### config.mk
export PLATFORM = sky130hd
export DESIGN_NAME = tx_intf_m_axis_pkt
export DESIGN_NICKNAME = d
export VERILOG_FILES = /design/src/rtl/tx_intf_m_axis_pkt.sv
export SDC_FILE = /design/constraint.sdc
export NUM_CORES = 2
export LEC_CHECK = 0
export CAP_MARGIN = 20
export CELL_PAD_IN_SITES_DETAIL_PLACEMENT = 1
export CELL_PAD_IN_SITES_GLOBAL_PLACEMENT = 2
export CORE_ASPECT_RATIO = 0.5
export CORE_MARGIN = 3
export CORE_UTILIZATION = 40
export CTS_BUF_LIST = sky130_fd_sc_hd__clkbuf_4 sky130_fd_sc_hd__clkbuf_8
export DETAILED_ROUTE_END_ITERATION = 16
export GPL_TIMING_DRIVEN = 0
export HOLD_SLACK_MARGIN = 0.1
export PLACE_DENSITY_LB_ADDON = 0.1
export SLEW_MARGIN = 15
export SYNTH_ARGS = -nofsm -noshare
export SYNTH_HDL_FRONTEND = slang
export SYNTH_SLANG_ARGS = --single-unit
### constraint.sdc
create_clock -name M_AXIS_ACLK -period 18.6 [get_ports M_AXIS_ACLK]
set_input_delay 2.79 -clock M_AXIS_ACLK [delete_from_list [all_inputs] [get_ports M_AXIS_ACLK]]
set_output_delay 2.79 -clock M_AXIS_ACLK [all_outputs]
set_load 0.02 [all_outputs]
### src/rtl/tx_intf_m_axis_pkt.sv
// AXI4-Stream packet master for the tx_intf DMA path: FWFT FIFO buffering accelerator words,
// start-delayed packet streaming with partial last-beat TKEEP, abort/flush and status monitors.
`timescale 1ns/1ps
module tx_intf_m_axis_pkt #(
  parameter int C_M_AXIS_TDATA_WIDTH   = 64,
  parameter int FIFO_ADDR_BITS         = 6,
  parameter int WAIT_COUNT_BITS        = 5,
  parameter int MAX_BIT_NUM_DMA_SYMBOL = 14,
  parameter int STAT_BITS              = 16
) (
  input  logic                                M_AXIS_ACLK,
  input  logic                                M_AXIS_ARESETN,
  input  logic                                start_1trans,
  input  logic                                abort_trans,
  input  logic                                endless_mode,
  input  logic [WAIT_COUNT_BITS-1:0]          START_COUNT_CFG,
  input  logic [MAX_BIT_NUM_DMA_SYMBOL-1:0]   M_AXIS_NUM_DMA_SYMBOL,
  input  logic [C_M_AXIS_TDATA_WIDTH/8-1:0]   LAST_BEAT_KEEP,
  input  logic [C_M_AXIS_TDATA_WIDTH-1:0]     DATA_FROM_ACC,
  input  logic                                ACC_DATA_READY,
  output logic                                FULLN_TO_ACC,
  output logic [FIFO_ADDR_BITS:0]             data_count,
  output logic                                tx_busy,
  output logic                                tx_done_pulse,
  output logic [STAT_BITS-1:0]                underrun_count,
  output logic                                overflow_sticky,
  output logic                                M_AXIS_TVALID,
  output logic [C_M_AXIS_TDATA_WIDTH-1:0]     M_AXIS_TDATA,
  output logic [C_M_AXIS_TDATA_WIDTH/8-1:0]   M_AXIS_TKEEP,
  output logic [C_M_AXIS_TDATA_WIDTH/8-1:0]   M_AXIS_TSTRB,
  output logic                                M_AXIS_TLAST,
  input  logic                                M_AXIS_TREADY
);

  localparam int DEPTH = 1 << FIFO_ADDR_BITS;
  localparam logic [FIFO_ADDR_BITS:0] FULL_CNT = (FIFO_ADDR_BITS+1)'(DEPTH);

  typedef enum logic [1:0] {IDLE, WAIT_START, SEND} state_t;

  state_t                              state, state_nxt;
  logic [C_M_AXIS_TDATA_WIDTH-1:0]     mem [DEPTH];
  logic [FIFO_ADDR_BITS-1:0]           wr_ptr, rd_ptr;
  logic [WAIT_COUNT_BITS-1:0]          wait_cnt;
  logic [MAX_BIT_NUM_DMA_SYMBOL-1:0]   beat_cnt;
  logic                                start_q, start_pulse, start_ok;
  logic                                empty, full, wr_en, rd_en, handshake, last_hs;

  assign empty        = (data_count == '0);
  assign full         = (data_count == FULL_CNT);
  assign FULLN_TO_ACC = ~full;
  assign tx_busy      = (state != IDLE);
  assign start_pulse  = start_1trans & ~start_q;
  assign start_ok     = (state == IDLE) & start_pulse & ~abort_trans;
  assign handshake    = M_AXIS_TVALID & M_AXIS_TREADY;
  assign last_hs      = handshake & M_AXIS_TLAST;
  assign wr_en        = ACC_DATA_READY & ~full & ~abort_trans;
  assign rd_en        = handshake & ~abort_trans;

  always_comb begin
    M_AXIS_TVALID = (state == SEND) & ~empty;
    M_AXIS_TLAST  = M_AXIS_TVALID & ~endless_mode & (beat_cnt == M_AXIS_NUM_DMA_SYMBOL);
    M_AXIS_TKEEP  = M_AXIS_TLAST ? LAST_BEAT_KEEP : '1;
    M_AXIS_TSTRB  = M_AXIS_TKEEP;
    M_AXIS_TDATA  = empty ? '0 : mem[rd_ptr];
  end

  // NOTE: storage has no reset; TDATA is forced to zero while the FIFO is empty, so stale
  // contents are never visible and the array can map onto plain RAM.
  always_ff @(posedge M_AXIS_ACLK) begin
    if (wr_en) mem[wr_ptr] <= DATA_FROM_ACC;
  end

  // NOTE: every clocked process uses non-blocking assignments so all registers see
  // pre-edge values regardless of process evaluation order.
  always_ff @(posedge M_AXIS_ACLK or negedge M_AXIS_ARESETN) begin
    if (!M_AXIS_ARESETN) begin
      wr_ptr     <= '0;
      rd_ptr     <= '0;
      data_count <= '0;
    end else if (abort_trans) begin
      wr_ptr     <= '0;
      rd_ptr     <= '0;
      data_count <= '0;
    end else begin
      if (wr_en) wr_ptr <= wr_ptr + 1'b1;
      if (rd_en) rd_ptr <= rd_ptr + 1'b1;
      case ({wr_en, rd_en})
        2'b10:   data_count <= data_count + 1'b1;
        2'b01:   data_count <= data_count - 1'b1;
        default: data_count <= data_count;
      endcase
    end
  end

  // NOTE: next-state defaults to the current state first, so no path leaves it unassigned
  // and no latch is inferred.
  always_comb begin
    state_nxt = state;
    if (abort_trans) begin
      state_nxt = IDLE;
    end else begin
      case (state)
        IDLE:       if (start_pulse) state_nxt = WAIT_START;
        WAIT_START: if (wait_cnt == START_COUNT_CFG) state_nxt = SEND;
        SEND:       if (last_hs) state_nxt = IDLE;
        default:    state_nxt = IDLE;
      endcase
    end
  end

  always_ff @(posedge M_AXIS_ACLK or negedge M_AXIS_ARESETN) begin
    if (!M_AXIS_ARESETN) begin
      state           <= IDLE;
      start_q         <= 1'b0;
      wait_cnt        <= '0;
      beat_cnt        <= '0;
      underrun_count  <= '0;
      overflow_sticky <= 1'b0;
      tx_done_pulse   <= 1'b0;
    end else begin
      state   <= state_nxt;
      start_q <= start_1trans;

      if (state != WAIT_START || wait_cnt == START_COUNT_CFG) wait_cnt <= '0;
      else                                                    wait_cnt <= wait_cnt + 1'b1;

      // Wraps naturally in endless mode.
      if (start_ok)                       beat_cnt <= '0;
      else if (state == SEND && handshake) beat_cnt <= beat_cnt + 1'b1;

      if (start_ok)                                          underrun_count <= '0;
      else if (state == SEND && empty && underrun_count != '1) underrun_count <= underrun_count + 1'b1;

      if (ACC_DATA_READY && full) overflow_sticky <= 1'b1;

      tx_done_pulse <= (state == SEND) & last_hs & ~abort_trans;
    end
  end

endmodule

== Yosys cells after proc, flatten, opt, wreduce, memory -nomap -nowiden ==
Memory sizes are Yosys's and may differ from the RTL's.
Cells that the tools add are included.
Word-level totals
  RAM bits: 4096
  register bits: 59
  output and inout port bits: 109
  logic and storage cells: 82
  memories: 1
  bits of input ports: 98
Operators by class
  add/sub/neg operators: 7
  bitwise logic cells: 18
  reductions and logical operators: 14
  eq/ne operators: 12
  muxes and demuxes: 20
Memory list
  mem: depth 64, width 64, read ports 1, clocked after memory_dff 0, write ports 1, RTL line 41  | logic [C_M_AXIS_TDATA_WIDTH-1:0] mem [DEPTH];
Operators by type and width (number)
  $mux 64: 1
  $mux 16: 2
  $mux 14: 2
  $mux 6: 4
  $add 16x1->16 const B: 1
  $ne 16x16->1 const B: 1
  $add 14x1->14 const B: 1
  $eq 14x14->1: 1
  $pmux 7 s2: 1
  $and 1x1->1: 13
  $add 6x1->6 const B: 2
  $reduce_bool 2->1: 5
  $ne 3x3->1 const B: 3
  $mux 2: 4
  $mux 8: 1
  $add 7x1->7 const B: 1
  $eq 7x7->1 const B: 1
  $logic_not 7->1: 1
  $mux 7: 1
  $sub 7x1->7 const B: 1
  $pmux 2 s3: 1
  $add 5x1->5 const B: 1
  $eq 5x5->1: 1
  $mux 5: 1
  other kinds (10): 20

== Logic depth before layout (Yosys ltp) ==
  word-level depth: 9
  depth in mapped cells: 11

== Least setup slack after synthesis ==
OpenSTA, ideal clock, no wires.
  path kind: input port to flip-flop
  from: input ACC_DATA_READY
  to: memory mem[40][0] (enable)
  required time: 17956 ps
  stages: 5
  path buffers: 1
  path slack: 8104 ps
  arrival time: 9852 ps
  cells stage by stage: inv_1 a31oi_1 or3b_2 clkbuf_1 nor4_1
Between the ends
  cells in the longest elaborated chain, start to end: 4
RTL lines
  start: declaration: RTL line 20  | input logic ACC_DATA_READY,
  $and 1x1->1 (2 in a row): RTL line 56  | assign wr_en = ACC_DATA_READY & ~full & ~abort_trans;
  $mux 1: RTL line 70  | if (wr_en) mem[wr_ptr] <= DATA_FROM_ACC;
  $mux 1 (not written as such): RTL line 70
  end: declaration: RTL line 41
No other way between the ends.

== Worst setup path in the final report ==
  from: register rd_ptr[0]
  to: output M_AXIS_TDATA[50]
Between the ends
  cells in the longest elaborated chain, start to end: 2
RTL lines
  start: declaration: RTL line 42  | logic [FIFO_ADDR_BITS-1:0] wr_ptr, rd_ptr;
  start signal: assignment: RTL line 86  | if (rd_en) rd_ptr <= rd_ptr + 1'b1;
  $mem_v2 64x64
  $mux 64: RTL line 64  | M_AXIS_TDATA = empty ? '0 : mem[rd_ptr];
  end: declaration: RTL line 28  | output logic [C_M_AXIS_TDATA_WIDTH-1:0] M_AXIS_TDATA,
No other way between the ends.

==> summary by stage <==
Run status
The run finished with clean final reports.

Timing
The upper clock frequency limit is 96.0 MHz. The total negative slack for setup checks is 0 ps. Setup repair after global routing left no endpoint under its margin.

The count of final hold-check violations is 0. Across the routed clock network, the largest skew measured is 54.8 ps. The final max-slew violation count is 0. In the post-route analysis, the smallest setup slack over all paths is 8180 ps. The shortest period the worst path allows is 10420 ps. The final critical path takes up about 56% of the cycle. At the pin with the least slew margin, the transition time is 1230 ps. Headroom to the max-slew limit came out at 17.9%. Setup violations remaining at the end of the flow were counted as 0.

Global route
In the global route stage, overall resource usage came out at between 20% and 30%. Entering global routing, the biggest net connects 65 pins. The number of antenna violations at the first check in global routing came to 49. The number of global-route vias before repair is between 80000 and 90000. The wire length of the first global-routing pass is 718 mm. The total overflow left after global routing is 0.

Logic synthesis
Summed over all instances, the cell type with the most area after synthesis is sky130_fd_sc_hd__edfxtp_1. Summed over its instances, the top area cell type makes up 77.4% of the synthesized netlist area. Of the synthesized area, sequential elements account for 78.3%.

In this run the mean area of a mapped cell was 21.9 µm². Counting distinct cell types in the post-synthesis netlist gives 63. Among all flip-flop cells after synthesis, the most frequent one is sky130_fd_sc_hd__edfxtp_1. Synthesis inferred 4155 register bits. After technology mapping, the gate count stands at 7272. The cell area after synthesis is 159000 µm².

The number of warnings reported in the yosys synthesis log is 0. In this run, synthesis inferred 4096 flip-flops with an integrated enable. Yosys attributes the largest share of cell area to sky130_fd_sc_hd__edfxtp_1 (77%), sky130_fd_sc_hd__mux4_2 (12%), sky130_fd_sc_hd__mux2i_1 (3.5%). After synthesis, the share of flip-flops with an asynchronous set or reset is 1.42%.

The synthesized net count is about 7400.

Routing
Using the TritonRoute via totals, the vias-per-cell ratio works out to between 5 and 6. The average detailed-routed wire length per instance is 36.8 µm. The count of unresolved DRC violations after routing is 0. Before antenna repair, the detailed router went through 6 iterations. The detailed router finished its first iteration with 10300 violations. The detail route stage leaves a number of antenna-violating nets equal to 0. The detailed-route via count is 82900. The final layout contains routed wiring with a total length of 523 mm.

Power
After layout, the design draws a total of 18.5 mW. The internal power consumption is 14.3 mW. Summed over all cells, the static leakage comes to 57.0 nW.

Power spread over the standard cell area amounts to 99.0 nW/µm². Of the total power, the clock network draws 39.6%. Net switching is 22.8% of the power.

Per report_power, the sequential group accounts for between 50% and 60% of the total. In this run the power spent charging and discharging nets is roughly 4.2 mW. The maximum vdd ir drop is roughly 58 µV.

The part of the total power dissipated in combinational logic is 4.7%.

Clock tree
In this run, CTS created clock tree buffers numbering 618. The clock net sink count is 4155. Clock-pin slew was measured on the worst setup and hold paths at 60 ps. The clock tree synthesis step divided the H-tree into 6 levels. After clock tree synthesis, the setup repair step added 0 buffers. The number of gates given a new drive strength after cts is 0. The clock tree from TritonCTS is yes. For this design, the CTS-stage hold fixing added 0 buffers.

The clock latency on the worst-skew pair is 1100 ps. The buffer depth of the longest clock path is 4. The clock root buffer master is sky130_fd_sc_hd__clkbuf_8.

Critical path
The library cell appearing most often on the critical path is sky130_fd_sc_hd__buf_2. The startpoint identified for the worst register-to-register timing path is data_count[1]. The cell family contributing the most delay on the critical path is buffers and inverters.

The critical-path cell with the highest stage delay is sky130_fd_sc_hd__buf_2. The capture point of the worst reg-to-reg path is mem[48][9]. STA puts the critical path data required time at 15810 ps. In this run the register-to-register setup slack is about 12000 ps.

Together, buffers and inverters on the worst path number 6. STA classifies the critical path startpoint as a register. The launching element of the worst setup path is rd_ptr[0]. The end point of the critical path is M_AXIS_TDATA[50]. Walking the worst path, the cells encountered are buf_2 -> buf_2 -> buf_2 -> buf_2 -> buf_4 -> mux2i_1 -> a221oi_1 -> o21ai_0 -> a32oi_1 -> and4_1 -> clkdlybuf4s50_1. The maximum fanout encountered on the critical timing path is 13. The capturing element type of the critical path is a primary output. For this run, the slowest stage of the critical path takes between 800 and 900 ps. The worst reg-to-reg path cell count is 17. The worst setup path is of the register to primary output kind.

The depth of the critical timing path with buffers and inverters included is 11. The endpoint arrival time on the critical path is 7630 ps.

Finish
Of the cells placed in the final design, the portion with a size suffix greater than 1 is 28.8%. The number of nets at the end of the flow is 8595. The area added between synthesis and finish is 17.6%.

Place
Buffers placed on the I/O ports in this run total 205. Prior to clock tree synthesis, the placed netlist has a worst setup slack of approximately 9400 ps. After legalization and detailed placement, the total HPWL measured 370 mm. The congestion estimate from routability-driven global placement came to 0.760.

Die
The core footprint is 395000 µm². The I/O pin count is 207. The floorplan has roughly 160 rows. Measured along the y axis, the die boundary spans 452 µm. The die outline area is 406000 µm². The initial cell density of the core is approximately two fifths. The die outline width is between 800 and 900 µm.

Run
The tool flagged a number of max-cap violations equal to 0.

Hold path
The worst hold path stage count is 1. The tightest min-delay check is of the register to register type.
==> cell families after synthesis <==
group / synth area share (%)
flip-flops: 78.3
multiplexers: 15.7
AO/OA/AOI/OAI: 2.73
AND/OR/NAND/NOR: 1.71
buffers and inverters: 1.21
XOR/XNOR: 0.314
adder cells (fa/ha/maj): 0.0551
==> worst min path at each step <==
| stage | from | endpoint |
|---|---|---|
| floorplan | wait_cnt[0] | wait_cnt[0] |
| global placement | overflow_sticky | overflow_sticky |
| detailed placement | overflow_sticky | overflow_sticky |
| CTS | overflow_sticky | overflow_sticky |
| global route | overflow_sticky | overflow_sticky |
| finish | overflow_sticky | overflow_sticky |
==> per-stage QoR <==
step | std cells | util, % | instance area (µm²) | hold WS (ps)
after global routing | 14200 | 47.3 | 187000 | 518
after CTS | 14200 | 47.3 | 187000 | 486
final | 14200 | 47.4 | 187000 | 497
after detailed placement | 13100 | 44.4 | 175000 | 470
after global placement | 12800 | 42.4 | 168000 | 463
after floorplan | 7272 | - | 159000 | 474
==> registers in the layout, summed over array words and instances (netlist names) <==
signal	cells
tx_done_pulse	1
wait_cnt	5
overflow_sticky	1
beat_cnt	14
underrun_count	16
state	2
data_count	7
start_q	1
rd_ptr	6
mem	4096
wr_ptr	6
==> power by group through the flow <==
stage | Sequential, mW | Combinational (mW) | Clock [mW]
after global placement | 10.5 | 0.827 | 0
after global routing | 10.3 | 0.922 | 7.88
after floorplan | 10.5 | 0.332 | 0
after detailed placement | 10.5 | 0.889 | 0
after CTS | 10.3 | 0.890 | 7.48
final | 10.3 | 0.874 | 7.32
==> layout by cell type, fill, tap and decap left out, types with 14 or more instances in the layout <==
master | Yosys | final
sky130_fd_sc_hd__buf_4 | 19 | 50
sky130_fd_sc_hd__clkbuf_1 | 206 | 175
sky130_fd_sc_hd__xor2_1 | 28 | 28
sky130_fd_sc_hd__a22oi_1 | 66 | 66
sky130_fd_sc_hd__o21ai_0 | 107 | 107
sky130_fd_sc_hd__clkinv_1 | 1 | 115
sky130_fd_sc_hd__xnor2_1 | 29 | 29
sky130_fd_sc_hd__mux4_2 | 856 | 856
sky130_fd_sc_hd__clkbuf_4 | 0 | 217
sky130_fd_sc_hd__buf_1 | 52 | 42
sky130_fd_sc_hd__and4_1 | 30 | 30
sky130_fd_sc_hd__o22ai_1 | 100 | 100
sky130_fd_sc_hd__buf_2 | 152 | 238
sky130_fd_sc_hd__buf_16 | 0 | 64
sky130_fd_sc_hd__nand3_1 | 45 | 45
sky130_fd_sc_hd__a211oi_1 | 33 | 33
sky130_fd_sc_hd__a32oi_1 | 27 | 27
sky130_fd_sc_hd__clkinvlp_4 | 0 | 15
sky130_fd_sc_hd__edfxtp_1 | 4096 | 4096
sky130_fd_sc_hd__clkinv_2 | 0 | 45
sky130_fd_sc_hd__clkbuf_2 | 0 | 33
sky130_fd_sc_hd__mux2i_1 | 562 | 562
sky130_fd_sc_hd__nor4_1 | 46 | 34
sky130_fd_sc_hd__dfrtp_1 | 59 | 59
sky130_fd_sc_hd__clkbuf_8 | 0 | 644
sky130_fd_sc_hd__buf_6 | 2 | 14
sky130_fd_sc_hd__buf_12 | 0 | 258
sky130_fd_sc_hd__a221oi_1 | 64 | 64
sky130_fd_sc_hd__nor2_4 | 0 | 61
sky130_fd_sc_hd__clkdlybuf4s50_1 | 0 | 140
sky130_fd_sc_hd__a21oi_1 | 107 | 106
sky130_fd_sc_hd__nor2_1 | 262 | 198
sky130_fd_sc_hd__a2111oi_0 | 73 | 61
sky130_fd_sc_hd__nand2_1 | 83 | 82
sky130_fd_sc_hd__o221ai_1 | 30 | 30
==> area by class of cell <==
type	instances	area [µm²]
sequential	4155	124000
tap	5280	6610
multi-input combinational	2676	33200
timing repair buffer	598	9270
inverter	10	37.5
clock inverter	189	1030
fill	35500	208000
clock buffer	860	10500
buffer	431	1950
antenna	11	27.5
==> worst reg2reg max path, delay by kind of cell (launching register included) <==
kind,cells,cell delay (ps)
AOI/OAI and AO/OA,1,850
buffers and inverters,12,2900
DFF,1,360
and+or+nand+nor,4,2140
==> routing by layer <==
metal	vias up	track usage, %	part of all wire, %
met5	-	0	0.014
met4	10	6.77	2.8
met3	724	3.81	6.1
met2	3006	39.3	46
met1	45900	38.1	45
li1	33200	-	-
==> cell usage after synthesis, drive strengths merged, types with 9 or more instances <==
cell type,instances
nand2,83
mux4,856
a21oi,107
mux2i,562
nand3,45
o21ai,108
inv,9
nand2b,10
nor2,262
o22ai,100
a32oi,27
clkbuf,206
xor2,28
dfrtp,59
nor2b,10
edfxtp,4096
a2111oi,74
a221oi,64
a22oi,66
nor4,46
nor3,11
a211oi,35
nand4,11
and4,30
buf,225
nand3b,10
or3b,10
xnor2,29
o221ai,30
Power figures use the tool's default switching activity.
